**config.mk**
```make
export PLATFORM = sky130hd
export DESIGN_NAME = mc_ctrl_fsm_flat
export DESIGN_NICKNAME = d
export VERILOG_FILES = /design/src/rtl/mc_ctrl_pkg.sv /design/src/rtl/mc_ctrl_fsm_if.sv /design/src/rtl/mc_alu_decoder.sv /design/src/rtl/mc_ctrl_fsm.sv /design/src/flat_wrapper.sv
export SDC_FILE = /design/constraint.sdc
export NUM_CORES = 1
export LEC_CHECK = 0
export ABC_CLOCK_PERIOD_IN_PS = 3200
export CAP_MARGIN = 20
export CORE_UTILIZATION = 32
export DETAILED_ROUTE_END_ITERATION = 10
export PLACE_DENSITY = 0.82
export SKIP_CTS_REPAIR_TIMING = 1
export SLEW_MARGIN = 20
export SYNTH_ARGS = -nofsm -noshare
export SYNTH_HDL_FRONTEND = slang
export SYNTH_SLANG_ARGS = --single-unit
export TNS_END_PERCENT = 5
```
**constraint.sdc**
```tcl
create_clock -name clk -period 3.2 [get_ports clk]
set_input_delay 0.48 -clock clk [delete_from_list [all_inputs] [get_ports clk]]
set_output_delay 0.48 -clock clk [all_outputs]
set_load 0.05 [all_outputs]
```
**src/rtl/mc_ctrl_pkg.sv**
```systemverilog
// Shared types and encodings for the multicycle ARM-subset control unit:
// state enum, ALU/opcode encodings and datapath mux select values.
package mc_ctrl_pkg;

  localparam int STATE_W = 4;

  typedef enum logic [STATE_W-1:0] {
    FETCH    = 4'd0,
    DECODE   = 4'd1,
    MEMADR   = 4'd2,
    MEMRD    = 4'd3,
    MEMWB    = 4'd4,
    MEMWR    = 4'd5,
    EXECUTER = 4'd6,
    EXECUTEI = 4'd7,
    ALUWB    = 4'd8,
    BRANCH   = 4'd9,
    UNKNOWN  = 4'd10
  } statetype_e;

  localparam logic [1:0] ALU_ADD = 2'b00;
  localparam logic [1:0] ALU_SUB = 2'b01;
  localparam logic [1:0] ALU_AND = 2'b10;
  localparam logic [1:0] ALU_ORR = 2'b11;

  // Data-processing cmd field values (Funct[4:1]).
  localparam logic [3:0] CMD_ADD = 4'b0100;
  localparam logic [3:0] CMD_SUB = 4'b0010;
  localparam logic [3:0] CMD_AND = 4'b0000;
  localparam logic [3:0] CMD_ORR = 4'b1100;

  localparam logic [1:0] OP_DP  = 2'b00;
  localparam logic [1:0] OP_MEM = 2'b01;
  localparam logic [1:0] OP_BR  = 2'b10;

  localparam logic [1:0] SRCA_RN     = 2'b00;
  localparam logic [1:0] SRCA_PC     = 2'b01;
  localparam logic [1:0] SRCA_ALUOUT = 2'b10;

  localparam logic [1:0] SRCB_RM   = 2'b00;
  localparam logic [1:0] SRCB_IMM  = 2'b01;
  localparam logic [1:0] SRCB_FOUR = 2'b10;

  localparam logic [1:0] RES_ALUOUT    = 2'b00;
  localparam logic [1:0] RES_DATA      = 2'b01;
  localparam logic [1:0] RES_ALURESULT = 2'b10;

endpackage

```
**src/rtl/mc_ctrl_fsm_if.sv**
```systemverilog
// Bundle between instruction-register fields, the control unit and the
// condition logic / datapath muxes. state_dbg exposes the FSM state.
interface mc_ctrl_fsm_if #(parameter int STATE_W = 4);
  logic [1:0]         Op;
  logic [5:0]         Funct;
  logic [3:0]         Rd;
  logic               IRWrite;
  logic               AdrSrc;
  logic [1:0]         ALUSrcA;
  logic [1:0]         ALUSrcB;
  logic [1:0]         ResultSrc;
  logic               NextPC;
  logic               RegW;
  logic               MemW;
  logic               PCS;
  logic [1:0]         FlagW;
  logic [1:0]         ALUControl;
  logic [1:0]         ImmSrc;
  logic [1:0]         RegSrc;
  logic [STATE_W-1:0] state_dbg;

  // No handshake: the control unit consumes the instruction fields every
  // cycle and its outputs are valid combinationally in the same cycle.
  modport master (
    input  Op, Funct, Rd,
    output IRWrite, AdrSrc, ALUSrcA, ALUSrcB, ResultSrc, NextPC,
           RegW, MemW, PCS, FlagW, ALUControl, ImmSrc, RegSrc, state_dbg
  );

  modport slave (
    output Op, Funct, Rd,
    input  IRWrite, AdrSrc, ALUSrcA, ALUSrcB, ResultSrc, NextPC,
           RegW, MemW, PCS, FlagW, ALUControl, ImmSrc, RegSrc, state_dbg
  );
endinterface

```
**src/rtl/mc_alu_decoder.sv**
```systemverilog
// ALU command decode: maps ALUOp and Funct to ALUControl and the
// pre-condition flag-write enables.
module mc_alu_decoder
  import mc_ctrl_pkg::*;
(
  input  logic       alu_op,
  input  logic [5:0] funct,
  output logic [1:0] alu_control,
  output logic [1:0] flag_w
);

  logic cmd_valid;

  always_comb begin
    alu_control = ALU_ADD;
    cmd_valid   = 1'b0;
    flag_w      = 2'b00;
    if (alu_op) begin
      case (funct[4:1])
        CMD_ADD: begin alu_control = ALU_ADD; cmd_valid = 1'b1; end
        CMD_SUB: begin alu_control = ALU_SUB; cmd_valid = 1'b1; end
        CMD_AND: begin alu_control = ALU_AND; cmd_valid = 1'b1; end
        CMD_ORR: begin alu_control = ALU_ORR; cmd_valid = 1'b1; end
        default: ;
      endcase
      // Carry/overflow only make sense for the arithmetic commands.
      flag_w[1] = funct[0] & cmd_valid;
      flag_w[0] = funct[0] & cmd_valid &
                  ((alu_control == ALU_ADD) || (alu_control == ALU_SUB));
    end
  end

endmodule

```
**src/rtl/mc_ctrl_fsm.sv**
```systemverilog
// Multicycle control unit: Moore main FSM plus ALU and PC-select decode,
// producing the pre-condition write enables for the condition logic.
module mc_ctrl_fsm
  import mc_ctrl_pkg::*;
#(
  parameter int STATE_W = 4
) (
  input  logic          clk,
  input  logic          reset,
  mc_ctrl_fsm_if.master bus
);

  statetype_e state_q, state_d;

  logic       ir_write, adr_src, next_pc, reg_w, mem_w, branch, alu_op;
  logic [1:0] alu_src_a, alu_src_b, result_src;
  logic [1:0] alu_control, flag_w;

  always_ff @(posedge clk or negedge reset) begin
    if (!reset) state_q <= FETCH;
    else        state_q <= state_d;
  end

  always_comb begin
    state_d    = FETCH;
    ir_write   = 1'b0;
    adr_src    = 1'b0;
    next_pc    = 1'b0;
    reg_w      = 1'b0;
    mem_w      = 1'b0;
    branch     = 1'b0;
    alu_op     = 1'b0;
    alu_src_a  = SRCA_RN;
    alu_src_b  = SRCB_RM;
    result_src = RES_ALUOUT;
    case (state_q)
      FETCH: begin
        ir_write   = 1'b1;
        next_pc    = 1'b1;
        alu_src_a  = SRCA_PC;
        alu_src_b  = SRCB_FOUR;
        result_src = RES_ALURESULT;
        state_d    = DECODE;
      end
      DECODE: begin
        alu_src_a  = SRCA_PC;
        alu_src_b  = SRCB_FOUR;
        result_src = RES_ALURESULT;
        case (bus.Op)
          OP_MEM:  state_d = MEMADR;
          OP_DP:   state_d = bus.Funct[5] ? EXECUTEI : EXECUTER;
          OP_BR:   state_d = BRANCH;
          default: state_d = UNKNOWN;
        endcase
      end
      MEMADR: begin
        alu_src_b = SRCB_IMM;
        state_d   = bus.Funct[0] ? MEMRD : MEMWR;
      end
      MEMRD: begin
        adr_src = 1'b1;
        state_d = MEMWB;
      end
      MEMWB: begin
        result_src = RES_DATA;
        reg_w      = 1'b1;
      end
      MEMWR: begin
        adr_src = 1'b1;
        mem_w   = 1'b1;
      end
      EXECUTER: begin
        alu_op  = 1'b1;
        state_d = ALUWB;
      end
      EXECUTEI: begin
        alu_src_b = SRCB_IMM;
        alu_op    = 1'b1;
        state_d   = ALUWB;
      end
      ALUWB: reg_w = 1'b1;
      BRANCH: begin
        alu_src_a  = SRCA_ALUOUT;
        alu_src_b  = SRCB_IMM;
        result_src = RES_ALURESULT;
        branch     = 1'b1;
      end
      // UNKNOWN and any illegal encoding skip the instruction.
      default: state_d = FETCH;
    endcase
  end

  mc_alu_decoder u_alu_dec (
    .alu_op      (alu_op),
    .funct       (bus.Funct),
    .alu_control (alu_control),
    .flag_w      (flag_w)
  );

  assign bus.IRWrite    = ir_write;
  assign bus.AdrSrc     = adr_src;
  assign bus.ALUSrcA    = alu_src_a;
  assign bus.ALUSrcB    = alu_src_b;
  assign bus.ResultSrc  = result_src;
  assign bus.NextPC     = next_pc;
  assign bus.RegW       = reg_w;
  assign bus.MemW       = mem_w;
  // A write to R15 is a PC write, so it must be gated by the condition too.
  assign bus.PCS        = (reg_w & (bus.Rd == 4'hF)) | branch;
  assign bus.FlagW      = flag_w;
  assign bus.ALUControl = alu_control;
  assign bus.ImmSrc     = bus.Op;
  assign bus.RegSrc     = {bus.Op == OP_MEM, bus.Op == OP_BR};
  assign bus.state_dbg  = STATE_W'(state_q);

endmodule

```
**src/flat_wrapper.sv**
```systemverilog
// flat-port wrapper written by rule: the top's interface ports become plain ports
module mc_ctrl_fsm_flat import mc_ctrl_pkg::*;
#(
  parameter int STATE_W = 4
)
  (clk, reset, bus_Op, bus_Funct, bus_Rd, bus_IRWrite, bus_AdrSrc, bus_ALUSrcA, bus_ALUSrcB, bus_ResultSrc, bus_NextPC, bus_RegW, bus_MemW, bus_PCS, bus_FlagW, bus_ALUControl, bus_ImmSrc, bus_RegSrc, bus_state_dbg);
  mc_ctrl_fsm_if #(.STATE_W(STATE_W)) bus_i ();
  input  logic clk;
  input  logic reset;
  input wire logic [$bits(bus_i.Op)-1:0] bus_Op;
  input wire logic [$bits(bus_i.Funct)-1:0] bus_Funct;
  input wire logic [$bits(bus_i.Rd)-1:0] bus_Rd;
  output wire logic [$bits(bus_i.IRWrite)-1:0] bus_IRWrite;
  output wire logic [$bits(bus_i.AdrSrc)-1:0] bus_AdrSrc;
  output wire logic [$bits(bus_i.ALUSrcA)-1:0] bus_ALUSrcA;
  output wire logic [$bits(bus_i.ALUSrcB)-1:0] bus_ALUSrcB;
  output wire logic [$bits(bus_i.ResultSrc)-1:0] bus_ResultSrc;
  output wire logic [$bits(bus_i.NextPC)-1:0] bus_NextPC;
  output wire logic [$bits(bus_i.RegW)-1:0] bus_RegW;
  output wire logic [$bits(bus_i.MemW)-1:0] bus_MemW;
  output wire logic [$bits(bus_i.PCS)-1:0] bus_PCS;
  output wire logic [$bits(bus_i.FlagW)-1:0] bus_FlagW;
  output wire logic [$bits(bus_i.ALUControl)-1:0] bus_ALUControl;
  output wire logic [$bits(bus_i.ImmSrc)-1:0] bus_ImmSrc;
  output wire logic [$bits(bus_i.RegSrc)-1:0] bus_RegSrc;
  output wire logic [$bits(bus_i.state_dbg)-1:0] bus_state_dbg;
  assign bus_i.Op = bus_Op;
  assign bus_i.Funct = bus_Funct;
  assign bus_i.Rd = bus_Rd;
  assign bus_IRWrite = bus_i.IRWrite;
  assign bus_AdrSrc = bus_i.AdrSrc;
  assign bus_ALUSrcA = bus_i.ALUSrcA;
  assign bus_ALUSrcB = bus_i.ALUSrcB;
  assign bus_ResultSrc = bus_i.ResultSrc;
  assign bus_NextPC = bus_i.NextPC;
  assign bus_RegW = bus_i.RegW;
  assign bus_MemW = bus_i.MemW;
  assign bus_PCS = bus_i.PCS;
  assign bus_FlagW = bus_i.FlagW;
  assign bus_ALUControl = bus_i.ALUControl;
  assign bus_ImmSrc = bus_i.ImmSrc;
  assign bus_RegSrc = bus_i.RegSrc;
  assign bus_state_dbg = bus_i.state_dbg;
  mc_ctrl_fsm #(.STATE_W(STATE_W)) u_core (.clk(clk), .reset(reset), .bus(bus_i));
endmodule
```
==> results of run 1 <==
## metal layers
layer / vias to the layer above / part of all wire, %
met5: - / 0
met4: 0 / 0.68
met3: 2 / 10
met2: 27 / 42
met1: 220 / 46
li1: 272 / -
## power by group
| part | switching, mW | internal [mW] |
|---|---|---|
| Clock | 0.0204 | 0.0419 |
| Combinational | 0.477 | 0.242 |
| Sequential | 0.0537 | 0.0719 |
## cell usage in the layout, fill, tap and decap left out
cell type	netlist	layout
dfrtp_1	4	4
nand3b_1	2	2
nor2b_1	3	3
a21o_1	1	1
o211ai_1	1	1
or2_1	1	1
or3b_1	1	1
nor3b_1	1	1
inv_1	2	2
o21ai_0	3	3
clkbuf_4	0	3
and4_1	1	1
a21oi_1	5	5
a211oi_2	1	2
or2b_1	1	1
xnor2_1	2	2
nand2b_1	3	3
clkdlybuf4s50_1	0	35
or2_2	1	1
nor2_1	7	7
or4b_4	1	1
o21bai_1	1	1
nor3_1	3	3
buf_4	3	2
nor4_1	1	1
or3_1	2	2
nand2_1	3	3
## logic make-up after synthesis
logic type,share of synthesized area [%]
AOI/OAI and AO/OA,19.3
xor gates and xnor gates,4.09
buffers and inverters,10.5
DFF,23.4
and+or+nand+nor,42.7
## cell type report
cell class	instances	area (um2)	share of cell area [%]
Timing Repair Buffer	37	365	45.6
Multi-Input combinational cell	46	288	35.9
Sequential cell	4	100	12.5
Clock buffer	3	22.5	2.81
Tap cell	14	17.5	2.19
Inverter	2	7.51	0.938
## how the worst max path moves through the flow
stage,endpoint,slack [ns],depth (start not counted)
floorplan,bus_ALUControl[1],0.005,3
global route,bus_ALUControl[1],0.09,4
detailed placement,bus_ALUControl[1],0.32,4
global placement,bus_ALUControl[1],0.36,4
CTS,bus_ALUControl[1],0.24,4
finish,bus_ALUControl[1],0.23,4
## worst max-delay path, stage by stage, from the launching register on
cell             delay (ns)
dfrtp_1                0.63
nand2_1                0.15
or3_1                  0.36
nor4_1                 0.27
clkdlybuf4s50_1        0.85
==> impl_metrics.ini, run 1 <==
[sta]
rsz0062_at_grt = no
period_share_pct = 92.8
holdWs_ns = 0.444
drv_slew = 0
hold_viol = 0
fin_tns_setup_ns = 0
relSlewSlack_pct = 66.6
worst_slack_ns = 0.229
min_period_ns = 2.97
tightestPinTransition_ns = 0.499
max_freq_mhz = 337
skew_ns = 0.00123
finalSetupViolations = 0

[floorplan]
pin_count = 38
die_w_um = 38.6
die_area_um2 = 1490
start_util_pct = 36.5
coreArea_um2 = 1170
die_h_um = 38.6
row_count = 12

[logic_synthesis]
ys_types = 27
async_flop_share_pct = 100
syn_avg_cell_area_um2 = 7.38
synth_common_cells = nor2_1 (7), a21oi_1 (5), dfrtp_1 (4)
synth_area_um2 = 428
synth_area_leaders = dfrtp_1 (23%), nor2_1 (6.1%), a21oi_1 (5.8%)
yosysTopAreaCell = dfrtp_1
synth-seq-cells = 4
syn_inst = 58
yosysTopAreaCellShare_pct = 23.4
yosysMostFrequentCell = nor2_1
synth_ff_type = dfrtp_1
ys_seq_area_share_pct = 23.4
synth_nets = 72
synth-edff-count = 0
yosys_warnings = 0

[power]
power_leakage_nw = 0.309
power_mw = 0.908
vdd_drop_max_mv = 1.01
powerDensity_nw_per_um2 = 1130

[clocking]
cts_max_path_buffers = 2
cts_root_buffer = clkbuf_4
clkSlewWorstSetupHoldPaths_ns = 0.04
cts_num_sinks = 4
htreeDepth = 1
cts_tree = done
cts_buffers = 3
clk_latency_ns = 0.23

[critical_path]
timing.rr.end = u_core.bus.state_dbg[3]
criticalPathCategory = flop to output pin
reg2reg_from = u_core.bus.state_dbg[1]
crit_start = u_core.bus.state_dbg[1]
reg2reg_depth = 3
critPathCaptureType = output pin
cp.arrival_ns = 2.49
start_kind = flop
reg2reg_setup_slack_ns = 1.84
path_max_fanout = 16
worstPathRequired_ns = 2.72

[placement]
place_congestion = 0.691
place_area_um2 = 778
hpwl_um = 895
dp.cells = 103
portBuffers = 37
place_ws_ns = 0.324

[layout]
synthToLayoutAreaGrowth_pct = 87.1
layout.nets = 108
drive_gt1_share_pct = 9.78
final_cells = 106
final_core_util_pct = 68.4
fillers = 102
largest_register_ffs = 4
stdcell_area_um2 = 801
diodes = 0

[routing]
drtPass1Iterations = 2
via_per_inst = 4.92
wl_per_cell_um = 11.0
drcViolationCount = 0
ant_nets = 0
vias = 521
wl_um = 1170
drt_iter0_drc = 5

[grt]
grt_use_met1_pct = 23.2
grtUsageMet2_pct = 27.9
first_global_vias = 452
grt_use_met3_pct = 5.78
grt_overflow = 0
antenna_found_initial = 0
busiest_layer = met2
grt_max_degree = 17
grt_pass1_wl_um = 1880
grt_use_total_pct = 18.2

[run]
timing.max_cap.violations = 0

[hold_path]
min_path_type = primary input to async pin

[run_status]
run_status = finished, final reports clean
Power figures use the tool's default switching activity.
==> inputs of run 2 (changes only) <==
CORE_UTILIZATION = 25   (was 32)
PLACE_DENSITY = 0.67   (was 0.82)
==> impl_metrics.ini, run 2 (same netlist as run 1, synthesis figures left out) <==
[placement]
dp.cells = 105
hpwl_um = 968
place_area_um2 = 781
portBuffers = 37
place_congestion = 0.671

[sta]
drv_slew = 0
hold_viol = 0
rsz0062_at_grt = no
skew_ns = 0.00476
tightestPinTransition_ns = 0.503
max_freq_mhz = 338
fin_tns_setup_ns = 0
relSlewSlack_pct = 66.4
period_share_pct = 92.4
finalSetupViolations = 0
min_period_ns = 2.96

[grt]
grt_pass1_wl_um = 1960
grt_overflow = 0
first_global_vias = 488
grt_max_degree = 17
grt_use_total_pct = 13.7
antenna_found_initial = 0

[floorplan]
die_area_um2 = 1880
die_h_um = 43.4
coreArea_um2 = 1560
pin_count = 38
start_util_pct = 27.4
row_count = 14
die_w_um = 43.4

[layout]
stdcell_area_um2 = 803
fillers = 154
diodes = 0
layout_common_cells = clkdlybuf4s50_1 (35), nor2_1 (7), a21oi_1 (5)
final_cells = 108
drive_gt1_share_pct = 9.78
layout_commonest_cell = clkdlybuf4s50_1
multi_input_area_um2 = 288
synthToLayoutAreaGrowth_pct = 87.7
layout.nets = 108
largest_register_ffs = 4
area.sequential_um2 = 100

[routing]
wl_um = 1220
drcViolationCount = 6
vias = 535
via_per_inst = 4.95
drt_iter0_drc = 19
wl_per_cell_um = 11.3
drtPass1Iterations = 7
ant_nets = 0

[run_status]
violations = DRC
run_status = finished with violations

[clocking]
cts_buffers = 3
cts_max_path_buffers = 2
cts_root_buffer = clkbuf_4
cts_tree = done
cts_num_sinks = 4
clk_latency_ns = 0.24
clkSlewWorstSetupHoldPaths_ns = 0.04
htreeDepth = 1

[critical_path]
start_kind = flop
worstPathRequired_ns = 2.72
critPathCaptureType = output pin
cpMaxStageDelayCell = clkdlybuf4s50_1
crit_path_max_incr_delay_ns = 0.84
criticalPathCategory = flop to output pin
path_cells = nand2_1 > or3_1 > nor4_1 > clkdlybuf4s50_1
path_max_fanout = 16
cp.arrival_ns = 2.48

[power]
powerDensity_nw_per_um2 = 1130
power_leakage_nw = 0.309
vdd_drop_max_mv = 0.774

[run]
timing.max_cap.violations = 0

[hold_path]
min_path_type = primary input to async pin
run 2: final cells by class:
class,count,area share [%]
flip-flops and latches,4,12.5
well taps,16,2.49
inverters,2,0.935
clock buffers,3,2.80
repair buffers,37,45.5
multi-input cells,46,35.8
run 2: power breakdown:
| part | internal [mW] | switching, mW |
|---|---|---|
| Clock | 0.0420 | 0.0213 |
| Sequential | 0.0719 | 0.0548 |
| Combinational | 0.242 | 0.477 |
run 2: worst paths after layout:
kind	startpoint	end	slack [ns]	cells past startpoint
worst min register to register	u_core.bus.state_dbg[3]	u_core.bus.state_dbg[3]	0.58	1
worst max register to register	u_core.bus.state_dbg[1]	u_core.bus.state_dbg[3]	1.85	3
max in group asynchronous	reset	u_core.bus.state_dbg[2]	2.59	1
worst max-delay path	u_core.bus.state_dbg[1]	bus_ALUControl[1]	0.24	4
worst min-delay path	reset	u_core.bus.state_dbg[3]	0.44	1
min in group clk	u_core.bus.state_dbg[3]	u_core.bus.state_dbg[3]	0.58	1
run 2: per-layer routing:
layer	up-vias	GRT usage, %	part of all wire [%]
met4	0	1.88	0
met5	-	0	0
met2	25	23.0	46
met1	243	17.0	43
li1	267	-	-
met3	0	5.42	11
run 2: per-stage QoR:
stage | setup slack (ns) | utilization, % | power (mW) | hold WS (ns)
3_3_place_gp | 0.362 | 50.1 | 0.848 | 0.554
4_1_cts | 0.235 | 51.5 | 0.917 | 0.445
5_1_grt | 0.0512 | 51.5 | 0.956 | 0.452
2_1_floorplan | 0.00461 | - | 0.634 | 0.184
6_report | 0.243 | 51.5 | 0.909 | 0.442
3_5_place_dp | 0.342 | 50.1 | 0.851 | 0.572
run 2: worst max-delay path, delay by kind of cell (launching register included):
family / cells / cell delay [ns]
AND/OR/NAND/NOR: 3 / 0.79
flip-flops: 1 / 0.61
buffers and inverters: 1 / 0.84
==> inputs of run 3 (changes only) <==
PLACE_DENSITY = 0.77   (was 0.67)
REMOVE_ABC_BUFFERS = 1   (was not set)
==> impl_metrics.ini, run 3 (same netlist as run 1, synthesis figures left out) <==
[run_status]
run_status = finished with violations
violations = DRC

[routing]
drtPass1Iterations = 7
via_per_inst = 4.87
wl_met3_um = 165
wl_per_cell_um = 10.3
met2_wirelength_um = 477
drcViolationCount = 10
met1Wirelength_um = 471
wl_um = 1130
routed.top_layer = met4
vias = 531
ant_nets = 0
drt_iter0_drc = 16

[floorplan]
die_w_um = 43.4
die_h_um = 43.4
start_util_pct = 27.4
coreArea_um2 = 1560
row_count = 14
die_area_um2 = 1880
pin_count = 38

[critical_path]
crit_path_max_incr_delay_ns = 0.84
crit_start = bus_Funct[1]
path_cells = clkdlybuf4s50_1 > or3_1 > nor4_1 > clkdlybuf4s50_1
reg2reg_setup_slack_ns = 1.95
path_depth = 4
start_kind = primary input
crit_buf_inv = 2
critPathCaptureType = output pin
path_max_fanout = 2
crit_family = buffers and inverters
timing.rr.end = u_core.bus.state_dbg[3]
reg2reg_depth = 3
cpMaxStageDelayCell = clkdlybuf4s50_1
criticalPathCategory = primary input to output pin
cp.arrival_ns = 2.36
crit_top_cell = clkdlybuf4s50_1
cp-endpoint = bus_ALUControl[1]
worstPathRequired_ns = 2.72
reg2reg_from = u_core.bus.state_dbg[1]

[clocking]
htreeDepth = 1
cts_num_sinks = 4
cts_tree = done
clk_latency_ns = 0.24
cts_root_buffer = clkbuf_4
clkSlewWorstSetupHoldPaths_ns = 0.04
cts_max_path_buffers = 2
cts_buffers = 3

[layout]
diodes = 0
largest_register_ffs = 4
layout.nets = 109
final_cells = 109
fillers = 146
synthToLayoutAreaGrowth_pct = 88.3
drive_gt1_share_pct = 9.68
layout_commonest_cell = clkdlybuf4s50_1
layout_common_cells = clkdlybuf4s50_1 (35), nor2_1 (7), a21oi_1 (5)

[sta]
max_freq_mhz = 352
skew_ns = 0.00337
tightestPinTransition_ns = 0.505
rsz0062_at_grt = no
period_share_pct = 88.8
relSlewSlack_pct = 66.2
finalSetupViolations = 0
drv_slew = 0
worst_slack_ns = 0.360
hold_viol = 0
min_period_ns = 2.84

[grt]
first_global_vias = 452
grt_overflow = 0
grt_pass1_wl_um = 1830
grt_max_degree = 12
antenna_found_initial = 0
grt_use_total_pct = 12.8

[placement]
dp.cells = 106
place_congestion = 0.726
place_ws_ns = 0.364
portBuffers = 37
hpwl_um = 904

[hold_path]
min_path_type = primary input to async pin

[power]
powerDensity_nw_per_um2 = 1130
vdd_drop_max_mv = 0.674
power_leakage_nw = 0.314

[run]
timing.max_cap.violations = 0
==> run 3: cell types whose count changed in the layout (fill, tap and decap cells not counted) <==
cell and delta:
a211oi_1 +1, buf_4 +1, a211oi_2 -1
==> run 3: worst min-delay path by stage <==
stage          slack, ns                    start                 endpoint
2_1_floorplan       0.18                    reset  u_core.bus.state_dbg[0]
3_3_place_gp        0.55  u_core.bus.state_dbg[3]  u_core.bus.state_dbg[3]
3_5_place_dp        0.56  u_core.bus.state_dbg[3]  u_core.bus.state_dbg[3]
4_1_cts             0.44                    reset  u_core.bus.state_dbg[3]
5_1_grt             0.45                    reset  u_core.bus.state_dbg[3]
6_report            0.44                    reset  u_core.bus.state_dbg[3]
==> run 3: cell type report <==
class | instances | area (um2) | area share, %
repair buffers | 38 | 373 | 46.3
well taps | 16 | 20.0 | 2.48
inverters | 2 | 7.51 | 0.932
multi-input cells | 46 | 283 | 35.1
flip-flops and latches | 4 | 100 | 12.4
clock buffers | 3 | 22.5 | 2.80
==> run 3: power breakdown <==
group | internal [mW] | total (mW) | switching [mW] | leakage (nW)
clock | 0.0420 | 0.0633 | 0.0213 | 0.0138
combinational | 0.246 | 0.731 | 0.485 | 0.248
sequential | 0.0721 | 0.116 | 0.0437 | 0.0514
total | 0.360 | 0.910 | 0.550 | 0.314
==> run 3: metrics by stage <==
stage | total power [mW] | TNS [ns] | hold WS (ns) | instance area (um2) | util (%)
3_3_place_gp | 0.845 | 0 | 0.547 | 783 | 50.2
2_1_floorplan | 0.594 | -0.786 | 0.184 | 390 | -
5_1_grt | 0.959 | 0 | 0.448 | 806 | 51.7
6_report | 0.910 | 0 | 0.443 | 806 | 51.7
4_1_cts | 0.919 | 0 | 0.445 | 806 | 51.7
3_5_place_dp | 0.853 | 0 | 0.561 | 783 | 50.2
==> run 3: routing by layer <==
metal / up-vias / GRT usage [%]
li1: 272 / -
met1: 223 / 14.7
met2: 34 / 21.8
met3: 2 / 5.42
met4: 0 / 3.75
met5: - / 0
==> run 3: worst register-to-register path, stage by stage (launching register included) <==
cell	delay (ns)
dfrtp_1	0.46
nand2b_1	0.23
or3_1	0.33
a21oi_1	0.16
